`src/rtl/l_type_instruction_encoder_pkg.sv`:
```
// Shared L-type (load) field widths, opcode/funct3 constants and the bit-packing helper.
package l_type_instruction_encoder_pkg;

  localparam int unsigned IMM_W = 12;
  localparam int unsigned REG_W = 5;
  localparam int unsigned F3_W  = 3;
  localparam int unsigned OP_W  = 7;

  localparam logic [OP_W-1:0] OPCODE_LOAD = 7'b0000011;

  typedef enum logic [F3_W-1:0] {
    F3Lb  = 3'b000,
    F3Lh  = 3'b001,
    F3Lw  = 3'b010,
    F3Ld  = 3'b011,
    F3Lbu = 3'b100,
    F3Lhu = 3'b101,
    F3Lwu = 3'b110
  } l_funct3_e;

  // Pure bit placement: {imm[11:0], rs1, funct3, rd, opcode}, no sign extension.
  function automatic logic [31:0] pack_l_type(input logic [IMM_W-1:0] imm,
                                               input logic [REG_W-1:0] rs1,
                                               input logic [F3_W-1:0]  f3,
                                               input logic [REG_W-1:0] rd,
                                               input logic [OP_W-1:0]  op);
    return {imm, rs1, f3, rd, op};
  endfunction

endpackage

```
`src/rtl/l_type_instruction_encoder_if.sv`:
```
// Loader-side field handshake and memory-side word stream of the L-type encoder.
interface l_type_instruction_encoder_if
  import l_type_instruction_encoder_pkg::*;
#(
  parameter int unsigned SIZE   = 32,
  parameter int unsigned ADDR_W = 64
) ();

  logic              in_valid;
  logic              in_ready;
  logic [IMM_W-1:0]  immediate;
  logic [REG_W-1:0]  rs1;
  logic [F3_W-1:0]   funct3;
  logic [REG_W-1:0]  rd;
  logic [OP_W-1:0]   op_code;
  logic              out_valid;
  logic              out_ready;
  logic [SIZE-1:0]   out_instr;
  logic [ADDR_W-1:0] out_addr;
  logic [ADDR_W-1:0] word_count;
  logic              error;

  modport master (
    output in_valid, immediate, rs1, funct3, rd, op_code, out_ready,
    input  in_ready, out_valid, out_instr, out_addr, word_count, error
  );

  modport slave (
    input  in_valid, immediate, rs1, funct3, rd, op_code, out_ready,
    output in_ready, out_valid, out_instr, out_addr, word_count, error
  );

endinterface

```
`src/rtl/l_type_instruction_encoder_instr_fifo.sv`:
```
// Synchronous FIFO with flush; pointers wrap naturally, count is one bit wider than them.
module l_type_instruction_encoder_instr_fifo #(
  parameter int unsigned WIDTH = 32,
  parameter int unsigned DEPTH = 4
) (
  input  logic                     clk,
  input  logic                     reset,
  input  logic                     i_flush,
  input  logic                     i_push,
  input  logic [WIDTH-1:0]         i_wdata,
  input  logic                     i_pop,
  output logic [WIDTH-1:0]         o_rdata,
  output logic [$clog2(DEPTH):0]   o_count,
  output logic                     o_full,
  output logic                     o_empty
);

  localparam int unsigned PtrW = $clog2(DEPTH);
  localparam int unsigned CntW = PtrW + 1;

  logic [WIDTH-1:0] r_mem [DEPTH];
  logic [PtrW-1:0]  r_wptr;
  logic [PtrW-1:0]  r_rptr;
  logic [CntW-1:0]  r_count;

  always_ff @(posedge clk) begin
    if (reset || i_flush) begin
      r_wptr  <= '0;
      r_rptr  <= '0;
      r_count <= '0;
    end else begin
      if (i_push) r_wptr <= r_wptr + PtrW'(1);
      if (i_pop)  r_rptr <= r_rptr + PtrW'(1);
      r_count <= r_count + CntW'(i_push) - CntW'(i_pop);
    end
  end

  // Storage needs no reset; only the pointers define what is valid.
  always_ff @(posedge clk) begin
    if (i_push && !reset && !i_flush) r_mem[r_wptr] <= i_wdata;
  end

  assign o_rdata = r_mem[r_rptr];
  assign o_count = r_count;
  assign o_full  = (r_count == CntW'(DEPTH));
  assign o_empty = (r_count == '0);

endmodule

```
`src/rtl/l_type_instruction_encoder.sv`:
```
// Packs L-type fields into words, queues them and streams them with auto-incrementing byte
// addresses. Define L_ENC_CHECK_EN to drop illegal field sets and raise a sticky error.
module l_type_instruction_encoder
  import l_type_instruction_encoder_pkg::*;
#(
  parameter int unsigned       SIZE      = 32,
  parameter int unsigned       DEPTH     = 4,
  parameter int unsigned       ADDR_W    = 64,
  parameter logic [ADDR_W-1:0] BASE_ADDR = '0
) (
  input  logic                         clk,
  input  logic                         reset,
  input  logic                         flush,
  l_type_instruction_encoder_if.slave  bus
);

  localparam int unsigned CntW = $clog2(DEPTH) + 1;

  logic [31:0]       w_packed;
  logic [SIZE-1:0]   w_rdata;
  logic [CntW-1:0]   w_count;
  logic              w_full;
  logic              w_empty;
  logic              w_accept;
  logic              w_illegal;
  logic              w_push;
  logic              w_pop;
  logic              w_error;
  logic [ADDR_W-1:0] r_addr;
  logic [ADDR_W-1:0] r_word_count;

  assign w_packed = pack_l_type(bus.immediate, bus.rs1, bus.funct3, bus.rd, bus.op_code);

  assign w_accept = bus.in_valid && !w_full;
  assign w_push   = w_accept && !w_illegal;
  assign w_pop    = !w_empty && bus.out_ready;

  l_type_instruction_encoder_instr_fifo #(
    .WIDTH (SIZE),
    .DEPTH (DEPTH)
  ) u_fifo (
    .clk     (clk),
    .reset   (reset),
    .i_flush (flush),
    .i_push  (w_push),
    .i_wdata (SIZE'(w_packed)),
    .i_pop   (w_pop),
    .o_rdata (w_rdata),
    .o_count (w_count),
    .o_full  (w_full),
    .o_empty (w_empty)
  );

`ifdef L_ENC_CHECK_EN
  logic r_error;

  assign w_illegal = (bus.op_code != OPCODE_LOAD) || (bus.funct3 == 3'b111);

  always_ff @(posedge clk) begin
    if (reset || flush) begin
      r_error <= 1'b0;
    end else if (w_accept && w_illegal) begin
      r_error <= 1'b1;
    end
  end

  assign w_error = r_error;
`else
  assign w_illegal = 1'b0;
  assign w_error   = 1'b0;
`endif

  always_ff @(posedge clk) begin
    if (reset || flush) begin
      r_addr       <= BASE_ADDR;
      r_word_count <= '0;
    end else if (w_pop) begin
      r_addr       <= r_addr + ADDR_W'(4);
      r_word_count <= r_word_count + ADDR_W'(1);
    end
  end

  assign bus.in_ready   = (w_count < CntW'(DEPTH));
  assign bus.out_valid  = !w_empty;
  // Present zero rather than stale storage whenever nothing is queued.
  assign bus.out_instr  = w_empty ? '0 : w_rdata;
  assign bus.out_addr   = r_addr;
  assign bus.word_count = r_word_count;
  assign bus.error      = w_error;

endmodule

```
`src/flat_wrapper.sv`:
```
// flat-port wrapper written by rule: the top's interface ports become plain ports
module l_type_instruction_encoder_flat import l_type_instruction_encoder_pkg::*;
#(
  parameter int unsigned       SIZE      = 32,
  parameter int unsigned       DEPTH     = 4,
  parameter int unsigned       ADDR_W    = 64,
  parameter logic [ADDR_W-1:0] BASE_ADDR = '0
)
  (clk, reset, flush, bus_in_valid, bus_immediate, bus_rs1, bus_funct3, bus_rd, bus_op_code, bus_out_ready, bus_in_ready, bus_out_valid, bus_out_instr, bus_out_addr, bus_word_count, bus_error);
  l_type_instruction_encoder_if #(.SIZE(SIZE), .ADDR_W(ADDR_W)) bus_i ();
  input  logic clk;
  input  logic reset;
  input  logic flush;
  input wire logic [$bits(bus_i.in_valid)-1:0] bus_in_valid;
  input wire logic [$bits(bus_i.immediate)-1:0] bus_immediate;
  input wire logic [$bits(bus_i.rs1)-1:0] bus_rs1;
  input wire logic [$bits(bus_i.funct3)-1:0] bus_funct3;
  input wire logic [$bits(bus_i.rd)-1:0] bus_rd;
  input wire logic [$bits(bus_i.op_code)-1:0] bus_op_code;
  input wire logic [$bits(bus_i.out_ready)-1:0] bus_out_ready;
  output wire logic [$bits(bus_i.in_ready)-1:0] bus_in_ready;
  output wire logic [$bits(bus_i.out_valid)-1:0] bus_out_valid;
  output wire logic [$bits(bus_i.out_instr)-1:0] bus_out_instr;
  output wire logic [$bits(bus_i.out_addr)-1:0] bus_out_addr;
  output wire logic [$bits(bus_i.word_count)-1:0] bus_word_count;
  output wire logic [$bits(bus_i.error)-1:0] bus_error;
  assign bus_i.in_valid = bus_in_valid;
  assign bus_i.immediate = bus_immediate;
  assign bus_i.rs1 = bus_rs1;
  assign bus_i.funct3 = bus_funct3;
  assign bus_i.rd = bus_rd;
  assign bus_i.op_code = bus_op_code;
  assign bus_i.out_ready = bus_out_ready;
  assign bus_in_ready = bus_i.in_ready;
  assign bus_out_valid = bus_i.out_valid;
  assign bus_out_instr = bus_i.out_instr;
  assign bus_out_addr = bus_i.out_addr;
  assign bus_word_count = bus_i.word_count;
  assign bus_error = bus_i.error;
  l_type_instruction_encoder #(.SIZE(SIZE), .DEPTH(DEPTH), .ADDR_W(ADDR_W), .BASE_ADDR(BASE_ADDR)) u_core (.clk(clk), .reset(reset), .flush(flush), .bus(bus_i));
endmodule
```
`config.mk`:
```
export PLATFORM = sky130hd
export DESIGN_NAME = l_type_instruction_encoder_flat
export DESIGN_NICKNAME = d
export VERILOG_FILES = /design/src/rtl/l_type_instruction_encoder_pkg.sv /design/src/rtl/l_type_instruction_encoder_if.sv /design/src/rtl/l_type_instruction_encoder_instr_fifo.sv /design/src/rtl/l_type_instruction_encoder.sv /design/src/flat_wrapper.sv
export SDC_FILE = /design/constraint.sdc
export NUM_CORES = 1
export LEC_CHECK = 0
export CAP_MARGIN = 0
export CORE_AREA = 2 2 154 156
export DETAILED_ROUTE_END_ITERATION = 16
export DIE_AREA = 0 0 156 158
export GPL_TIMING_DRIVEN = 0
export HOLD_SLACK_MARGIN = 0.03
export PLACE_DENSITY = 0.76
export RECOVER_POWER = 100
export SKIP_LAST_GASP = 1
export SYNTH_ARGS = -nofsm -noshare
export SYNTH_HDL_FRONTEND = slang
export SYNTH_SLANG_ARGS = --single-unit
```
`constraint.sdc`:
```
create_clock -name clk -period 6.4 [get_ports clk]
set_clock_uncertainty 0.2 [all_clocks]
set_input_delay 1.28 -clock clk [delete_from_list [all_inputs] [get_ports clk]]
set_output_delay 1.28 -clock clk [all_outputs]
set_load 0.03 [all_outputs]
```
==> results.py, run 1 <==
metrics = {
    "outcome": {
        "status": "finished with violations",
        "violations": "max-capacitance violations, max-slew violations",
    },
    "setup_path": {
        "r2r_end": "u_core.u_fifo.o_count[2]",
        "cp.required_ps": 4920,
        "timing.critical_path.from_type": "flip-flop",
        "source_of_the_worst_register_to_register_timing_path": "u_core.u_fifo.o_count[1]",
        "worstPathMaxFanout": 10,
        "worstPathArrival_ps": 3280,
        "worst-r2r-cell-count": 12,
        "r2r_slack_ps": 2430,
        "type_of_the_setup_path_with_the_least_slack": "flip-flop to output pin",
        "critPathCaptureType": "output pin",
    },
    "timing": {
        "max_freq_mhz": 210,
        "setup_total_negative_slack_ps": 0,
        "fin_worst_hold_slack_ps": 300,
        "timing.final.crit_period_ps": 4760,
        "worst_slack_ps": 1640,
        "unrepaired_setup_endpoints_after_global_routing": "false",
        "relative_max_transition_margin_pct": -12.8,
        "setup_violations": 0,
        "finalCritPeriodShare_pct": 74.3,
        "maxSlewViolCount": 132,
        "timing_hold_violations_final": 0,
        "worstMarginPinSlew_ps": 1690,
    },
    "clocking": {
        "post_cts_resized": 0,
        "cts-hold-fix-buffers": 0,
        "tritoncts_clock_tree": "yes",
        "clock-sinks": 263,
        "cts.htree.levels": 1,
        "cts_post_setup_buffers_inserted": 0,
        "clockBufferDepth": 3,
        "clk_transition_reported_paths_ps": 60,
        "numCtsBuffers": 28,
        "clock_insertion_delay_at_the_later_pin_of_the_skew_report_ps": 530,
        "cts.root.buffer_cell": "clkbuf_16",
    },
    "yosys": {
        "synth_top_area_share_pct": 33.8,
        "sequential_share_of_the_synthesized_area_pct": 57.6,
        "synth-edff-count": 128,
        "dominantRegCellSynth": "dfxtp_1",
        "syn-instance-count": 999,
        "synth_common_cells": "dfxtp_1 (135), edfxtp_1 (128), nor2_1 (100)",
        "ys_types": 41,
        "post-synth-top-count-cell": "dfxtp_1",
        "synth.area.top_cells": "edfxtp_1 (34%), dfxtp_1 (24%), mux4_2 (6.3%), nor2_1 (3.3%), nand4_1 (3.2%)",
        "yosys_warnings": 0,
        "asyncSetResetFlopFracSynth_pct": 0,
        "synth.avg_cell_area_um2": 11.4,
        "postSynthRegisterBits": 263,
        "netlist_area_pre_place_um2": 11400,
        "synth_top_cell_by_area": "edfxtp_1",
    },
    "layout": {
        "final_layout_size_suffix_gt1_share_pct": 6.57,
        "instances_no_fill": 1539,
        "syn2layout_area_growth_pct": 27.6,
        "design_area_um2": 14500,
        "finalNetCount": 1273,
        "fin_util_pct": 62.9,
        "diodes": 0,
    },
    "route": {
        "drc_errors": 0,
        "routed_via_density": 5.74,
        "route.detailed.wl_per_inst_um": 18.1,
        "detailedRoute.firstIterationViolations": 650,
        "ant_nets": 0,
        "first_pass_iters": 6,
        "wirelength_mm": 27.9,
        "routed-via-count": 8835,
    },
    "power_and_ir_drop": {
        "pwr-share-comb_pct": 9.9,
        "net-switching-power_uw": 856,
        "finalPower_mw": 3.64,
        "p_sw_share_pct": 23.5,
        "internal_cell_power_mw": 2.79,
        "powerDensity_nw_per_um2": 251,
        "seqPwrFrac_pct": 49.1,
        "clockPowerShare_pct": 40.9,
        "largest_voltage_drop_on_the_vdd_net_v": 0.000165,
        "power.static_leakage_nw": 4.91,
    },
    "die": {
        "core_region_area_um2": 23100,
        "floorplan.initialDensity_pct": 49.3,
        "design.die.area_um2": 24600,
        "dieWidth_um": 156,
        "io_count": 200,
        "floorplan.die.height_um": 158,
        "rows": 56,
    },
    "global_routing": {
        "grt_start_max_net_pins": 33,
        "first_pass_grt_wire_length_mm": 44.3,
        "grt_pass1_vias": 8569,
        "antenna_found_initial": 0,
        "global_route.overflow_total": 0,
        "overall_global_routing_usage_pct": 22.4,
    },
    "place": {
        "hpwlAfterDp_mm": 19.4,
        "place_area_um2": 13700,
        "globalplace.congestion": 0.884,
        "io_buffer_count": 196,
        "dp_cells": 1487,
        "preCtsSetupSlack_ps": 1570,
    },
    "worst_hold_path": {
        "worstHoldPathCells": 2,
        "hold-path-endpoint": "u_core.bus.word_count[63]",
        "min-delay-start": "u_core.bus.word_count[63]",
        "holdCritPathClass": "flip-flop to flip-flop",
    },
    "flow_run": {
        "drv.max_cap_violation_count": 5,
    },
}
-- cell families (layout without fill, tap and decap cells) --
family                   after synthesis  count (layout)  synth area share [%]
buffers and inverters                 59             307                  2.06
AND/OR/NAND/NOR                      444             444                  21.5
adder cells (fa/ha/maj)                9               9                  1.06
flip-flops                           263             263                  57.6
multiplexers                          33              33                  6.43
other                                  1               3                0.0330
AO/OA/AOI/OAI                        119             119                  5.88
XOR/XNOR                              71              71                  5.47
-- final cells by class --
class | count | area [µm²]
Multi-Input combinational cell | 679 | 4560
Sequential cell | 263 | 6550
Inverter | 22 | 82.6
Tap cell | 290 | 363
Timing Repair Buffer | 196 | 1960
Buffer | 37 | 151
Fill cell | 1852 | 8550
Clock inverter | 11 | 70.1
Clock buffer | 41 | 771
-- layout by cell type, fill, tap and decap left out, types with 25 or more instances in the layout --
cell,instances
dlygate4sd3_1,191
dfxtp_1,135
edfxtp_1,128
nor2_1,100
nand4_1,61
nand2_1,60
a21oi_1,57
nand3_1,48
clkbuf_1,44
or3_1,40
and2_1,38
o21ai_0,38
xor2_1,38
xnor2_1,33
mux4_2,32
clkbuf_16,29
nor3_1,25
-- worst max-delay path, cell delays in order (launching register included) --
cell           delay, ps
dfxtp_1              320
clkbuf_1             280
clkbuf_1             680
mux4_2               600
and2_1               180
dlygate4sd3_1        690
-- power groups by stage --
stage,Combinational [mW],Clock (mW),Sequential [mW]
2_1_floorplan,0.221,0,1.83
3_3_place_gp,0.384,0,1.83
3_5_place_dp,0.389,0,1.83
4_1_cts,0.390,1.52,1.79
5_1_grt,0.391,1.59,1.79
6_report,0.362,1.49,1.79
-- layer usage --
layer	global-route usage (%)	share of wire (%)	vias up
li1	-	-	4196
met1	29.6	43	4282
met2	37.4	47	317
met3	5.45	8.2	40
met4	5.29	1.6	0
met5	0	0	-
-- registers in the layout, indices dropped and copies added, names as in the netlist, named ones only --
register,flops
u_core.bus.out_addr,62
u_core.bus.word_count,64
u_core.u_fifo.o_count,3
u_core.u_fifo.r_mem,128
u_core.u_fifo.r_rptr,2
u_core.u_fifo.r_wptr,2
-- worst max path at each step --
| stage | start | to | slack [ps] |
|---|---|---|---|
| 2_1_floorplan | bus_out_ready | u_core.u_fifo.o_count[2] | 2690 |
| 4_1_cts | flip-flop | bus_out_instr[22] | 1580 |
| 3_3_place_gp | bus_out_ready | u_core.u_fifo.o_count[2] | 1570 |
| 3_5_place_dp | bus_out_ready | u_core.u_fifo.o_count[2] | 1570 |
| 6_report | flip-flop | bus_out_instr[3] | 1640 |
| 5_1_grt | flip-flop | bus_out_instr[22] | 1340 |
Note: power is estimated with default switching activity, not from simulation.
==> run 2, diff against run 1 <==
clock period = 4.9 ns   (was 6.4 ns; I/O delays follow)
==> results.py, run 2 (same netlist as run 1, synthesis figures left out) <==
metrics = {
    "outcome": {
        "status": "finished with violations",
        "violations": "max-capacitance violations, max-slew violations",
    },
    "die": {
        "rows": 56,
        "core_region_area_um2": 23100,
        "io_count": 200,
        "design.die.area_um2": 24600,
        "floorplan.die.height_um": 158,
        "dieWidth_um": 156,
        "floorplan.initialDensity_pct": 49.3,
    },
    "global_routing": {
        "first_pass_grt_wire_length_mm": 44.3,
        "global_route.overflow_total": 0,
        "overall_global_routing_usage_pct": 22.4,
        "grt_pass1_vias": 8569,
        "antenna_found_initial": 0,
        "grt_start_max_net_pins": 33,
    },
    "route": {
        "drc_errors": 0,
        "route.detailed.wl_per_inst_um": 18.1,
        "first_pass_iters": 6,
        "detailedRoute.firstIterationViolations": 632,
        "wirelength_mm": 27.9,
        "ant_nets": 0,
        "routed-via-count": 8854,
        "routed_via_density": 5.75,
    },
    "power_and_ir_drop": {
        "finalPower_mw": 4.76,
        "powerDensity_nw_per_um2": 328,
        "power.static_leakage_nw": 4.88,
        "largest_voltage_drop_on_the_vdd_net_v": 0.000215,
    },
    "timing": {
        "worst_slack_ps": 441,
        "max_freq_mhz": 224,
        "setup_total_negative_slack_ps": 0,
        "finalCritPeriodShare_pct": 91.0,
        "timing.final.crit_period_ps": 4460,
        "setup_violations": 0,
        "fin_worst_hold_slack_ps": 299,
        "maxSlewViolCount": 144,
        "worstMarginPinSlew_ps": 1690,
        "unrepaired_setup_endpoints_after_global_routing": "false",
        "relative_max_transition_margin_pct": -12.9,
        "timing_hold_violations_final": 0,
    },
    "clocking": {
        "clock_insertion_delay_at_the_later_pin_of_the_skew_report_ps": 530,
        "tritoncts_clock_tree": "yes",
        "cts-hold-fix-buffers": 0,
        "cts.root.buffer_cell": "clkbuf_16",
        "post_cts_resized": 0,
        "cts.htree.levels": 1,
        "numCtsBuffers": 28,
        "clock-sinks": 263,
        "clk_transition_reported_paths_ps": 60,
        "clockBufferDepth": 3,
        "cts_post_setup_buffers_inserted": 0,
    },
    "setup_path": {
        "crit_path_top_delay_cell": "dlygate4sd3_1",
        "type_of_the_setup_path_with_the_least_slack": "flip-flop to output pin",
        "worstPathArrival_ps": 3280,
        "timing.critical_path.mode_cell": "clkbuf_1",
        "cp.required_ps": 3720,
        "worstPathMaxFanout": 10,
        "timing.critical_path.from_type": "flip-flop",
        "critPathCaptureType": "output pin",
        "critPathMaxStageDelay_ps": 690,
        "critical_path.cell_chain": "clkbuf_1 -> clkbuf_1 -> mux4_2 -> and2_1 -> dlygate4sd3_1",
    },
    "layout": {
        "top_register_by_number_of_flip_flops": "u_core.u_fifo.r_mem",
        "fin_util_pct": 62.8,
        "finalNetCount": 1273,
        "diodes": 0,
        "instances_no_fill": 1539,
        "final_layout_size_suffix_gt1_share_pct": 6.33,
        "most_frequent_cells_in_the_layout": "dlygate4sd3_1 (191), dfxtp_1 (135), edfxtp_1 (128)",
        "largest_register_ffs": 128,
        "syn2layout_area_growth_pct": 27.4,
        "design_area_um2": 14500,
        "most_common_cell_after_layout_fill_and_taps_aside": "dlygate4sd3_1",
    },
    "place": {
        "io_buffer_count": 196,
        "hpwlAfterDp_mm": 19.4,
        "dp_cells": 1487,
        "place_area_um2": 13700,
        "preCtsSetupSlack_ps": 371,
        "globalplace.congestion": 0.884,
    },
    "flow_run": {
        "drv.max_cap_violation_count": 6,
    },
    "worst_hold_path": {
        "holdCritPathClass": "flip-flop to flip-flop",
    },
}
-- run 2: critical path, delay by kind of cell, from the launching register on --
kind / cells / cell delay (ps)
DFF: 1 / 320
buffers and inverters: 3 / 1650
and+or+nand+nor: 1 / 180
muxes: 1 / 600
-- run 2: final timing paths --
kind | slack [ps] | cells past startpoint | end | start
max | 440 | 5 | bus_out_instr[3] | flip-flop
min | 300 | 2 | u_core.bus.out_addr[3] | u_core.bus.out_addr[3]
max reg2reg | 890 | 12 | u_core.u_fifo.o_count[2] | u_core.u_fifo.o_count[1]
min reg2reg | 300 | 2 | u_core.bus.out_addr[3] | u_core.bus.out_addr[3]
-- run 2: metal layers --
layer  global-route usage [%]  share of wire (%)  vias up  wire [µm]
met5                        0                  0        -          0
met4                     5.29                1.5        0        429
met3                     5.45                8.4       37       2350
met2                     37.4                 47      332      13200
met1                     29.6                 43     4297      11900
li1                         -                  -     4188          -
-- run 2: cell type report --
type	count	area (µm²)
fill	1856	8570
sequential	263	6550
multi-input combinational	679	4540
timing repair buffer	196	1960
clock buffer	41	771
tap	290	363
buffer	37	150
inverter	22	82.6
clock inverter	11	70.1
-- run 2: power breakdown --
| part | switching [mW] | internal [mW] |
|---|---|---|
| sequential | 0.0107 | 2.33 |
| combinational | 0.295 | 0.179 |
| clock | 0.812 | 1.13 |
==> run 3, diff against run 2 <==
CTS_BUF_LIST = sky130_fd_sc_hd__clkbuf_4 sky130_fd_sc_hd__clkbuf_8   (was unset)
==> results.py, run 3 (same netlist as run 1, synthesis figures left out) <==
metrics = {
    "clocking": {
        "clock-sinks": 263,
        "cts_post_setup_buffers_inserted": 0,
        "clk_transition_reported_paths_ps": 60,
        "cts.root.buffer_cell": "clkbuf_8",
        "clockBufferDepth": 3,
        "cts.htree.levels": 2,
        "numCtsBuffers": 44,
        "clock_insertion_delay_at_the_later_pin_of_the_skew_report_ps": 530,
        "cts-hold-fix-buffers": 0,
        "post_cts_resized": 0,
        "tritoncts_clock_tree": "yes",
    },
    "die": {
        "io_count": 200,
        "core_region_area_um2": 23100,
        "rows": 56,
        "dieWidth_um": 156,
        "floorplan.die.height_um": 158,
        "design.die.area_um2": 24600,
        "floorplan.initialDensity_pct": 49.3,
    },
    "setup_path": {
        "cp.required_ps": 3720,
        "critical_path.top_delay_family": "buffers and inverters",
        "worstPathArrival_ps": 3310,
        "cp_num_buf_inv": 3,
        "worstPathMaxFanout": 10,
        "critPathCaptureType": "output pin",
        "critical_path.cell_chain": "clkbuf_1 -> clkbuf_1 -> mux4_2 -> and2_1 -> dlygate4sd3_1",
        "timing.critical_path.mode_cell": "clkbuf_1",
        "critPathMaxStageDelay_ps": 700,
        "crit_path_top_delay_cell": "clkbuf_1",
        "type_of_the_setup_path_with_the_least_slack": "flip-flop to output pin",
        "timing.critical_path.from_type": "flip-flop",
    },
    "power_and_ir_drop": {
        "largest_voltage_drop_on_the_vdd_net_v": 0.000190,
        "power.static_leakage_nw": 4.97,
        "powerDensity_nw_per_um2": 332,
        "finalPower_mw": 4.85,
    },
    "worst_hold_path": {
        "holdCritPathClass": "flip-flop to flip-flop",
    },
    "timing": {
        "timing_hold_violations_final": 0,
        "relative_max_transition_margin_pct": -15.1,
        "finalCritPeriodShare_pct": 91.6,
        "setup_violations": 0,
        "max_freq_mhz": 223,
        "timing.final.crit_period_ps": 4490,
        "worstMarginPinSlew_ps": 1730,
        "maxSlewViolCount": 143,
        "setup_total_negative_slack_ps": 0,
        "unrepaired_setup_endpoints_after_global_routing": "false",
    },
    "layout": {
        "finalNetCount": 1289,
        "final_layout_size_suffix_gt1_share_pct": 9.47,
        "top_register_by_number_of_flip_flops": "u_core.u_fifo.r_mem",
        "most_common_cell_after_layout_fill_and_taps_aside": "dlygate4sd3_1",
        "most_frequent_cells_in_the_layout": "dlygate4sd3_1 (191), dfxtp_1 (135), edfxtp_1 (128)",
        "instances_no_fill": 1568,
        "largest_register_ffs": 128,
        "fillerInstances": 1849,
        "diodes": 0,
        "syn2layout_area_growth_pct": 28.4,
        "fin_util_pct": 63.3,
    },
    "route": {
        "first_pass_iters": 5,
        "ant_nets": 0,
        "detailedRoute.firstIterationViolations": 507,
        "route.detailed.wl_per_inst_um": 17.9,
        "drc_errors": 0,
        "routed_via_density": 5.67,
        "wirelength_mm": 28.0,
        "routed-via-count": 8886,
    },
    "flow_run": {
        "drv.max_cap_violation_count": 6,
    },
    "global_routing": {
        "grt_pass1_vias": 8745,
        "overall_global_routing_usage_pct": 22.9,
        "grt_start_max_net_pins": 33,
        "antenna_found_initial": 0,
        "first_pass_grt_wire_length_mm": 45.0,
        "global_route.overflow_total": 0,
    },
    "place": {
        "hpwlAfterDp_mm": 19.4,
        "dp_cells": 1487,
        "io_buffer_count": 196,
        "globalplace.congestion": 0.884,
    },
    "outcome": {
        "status": "finished with violations",
        "violations": "max-capacitance violations, max-slew violations",
    },
}
## run 3: cell types whose count changed in the layout (fill, tap and decap cells not counted), sizes merged
cell | before | now
clkbuf | 74 | 103
clkinv | 10 | 8
clkinvlp | 0 | 1
inv | 22 | 23
## run 3: final timing paths
kind                                           startpoint                        end  slack [ps]  depth (start not counted)
worst max-delay path                            flip-flop          bus_out_instr[22]         410                          5
worst min-delay path            u_core.bus.word_count[63]  u_core.bus.word_count[63]         300                          2
worst max register to register   u_core.u_fifo.o_count[1]   u_core.u_fifo.o_count[2]         930                         12
worst min register to register  u_core.bus.word_count[63]  u_core.bus.word_count[63]         300                          2
## run 3: power breakdown
part	switching, mW	leakage [nW]	internal [mW]	total [mW]
Sequential	0.0107	2.24	2.33	2.34
Clock	0.845	0.503	1.19	2.04
Combinational	0.295	2.23	0.178	0.473
## run 3: worst min-delay path, stage by stage (launching register included)
cell and delay [ps]:
dfxtp_1 330, o31ai_1 70, a21oi_1 60
## run 3: area by class of cell
cell class,instances,area [µm²],share of cell area (%)
clock buffer,70,882,6.04
inverter,22,82.6,0.566
clock inverter,11,77.6,0.531
buffer,37,150,1.03
sequential,263,6550,44.8
multi-input combinational,679,4540,31.1
timing repair buffer,196,1960,13.4
tap,290,363,2.49
## run 3: per-layer routing
layer | GRT usage (%) | vias up | wire [µm]
met5 | 0 | - | 0
met4 | 7.34 | 0 | 533
met3 | 6.10 | 47 | 2420
met2 | 37.4 | 339 | 13200
met1 | 29.9 | 4263 | 11900
li1 | - | 4237 | -
## run 3: metrics by stage
step	instance area, µm²	setup WS [ps]	hold WS, ps
global route	14600	107	315
finish	14600	410	303
global placement	13700	372	278
floorplan	11400	1490	285
CTS	14700	352	303
detailed placement	13700	371	295
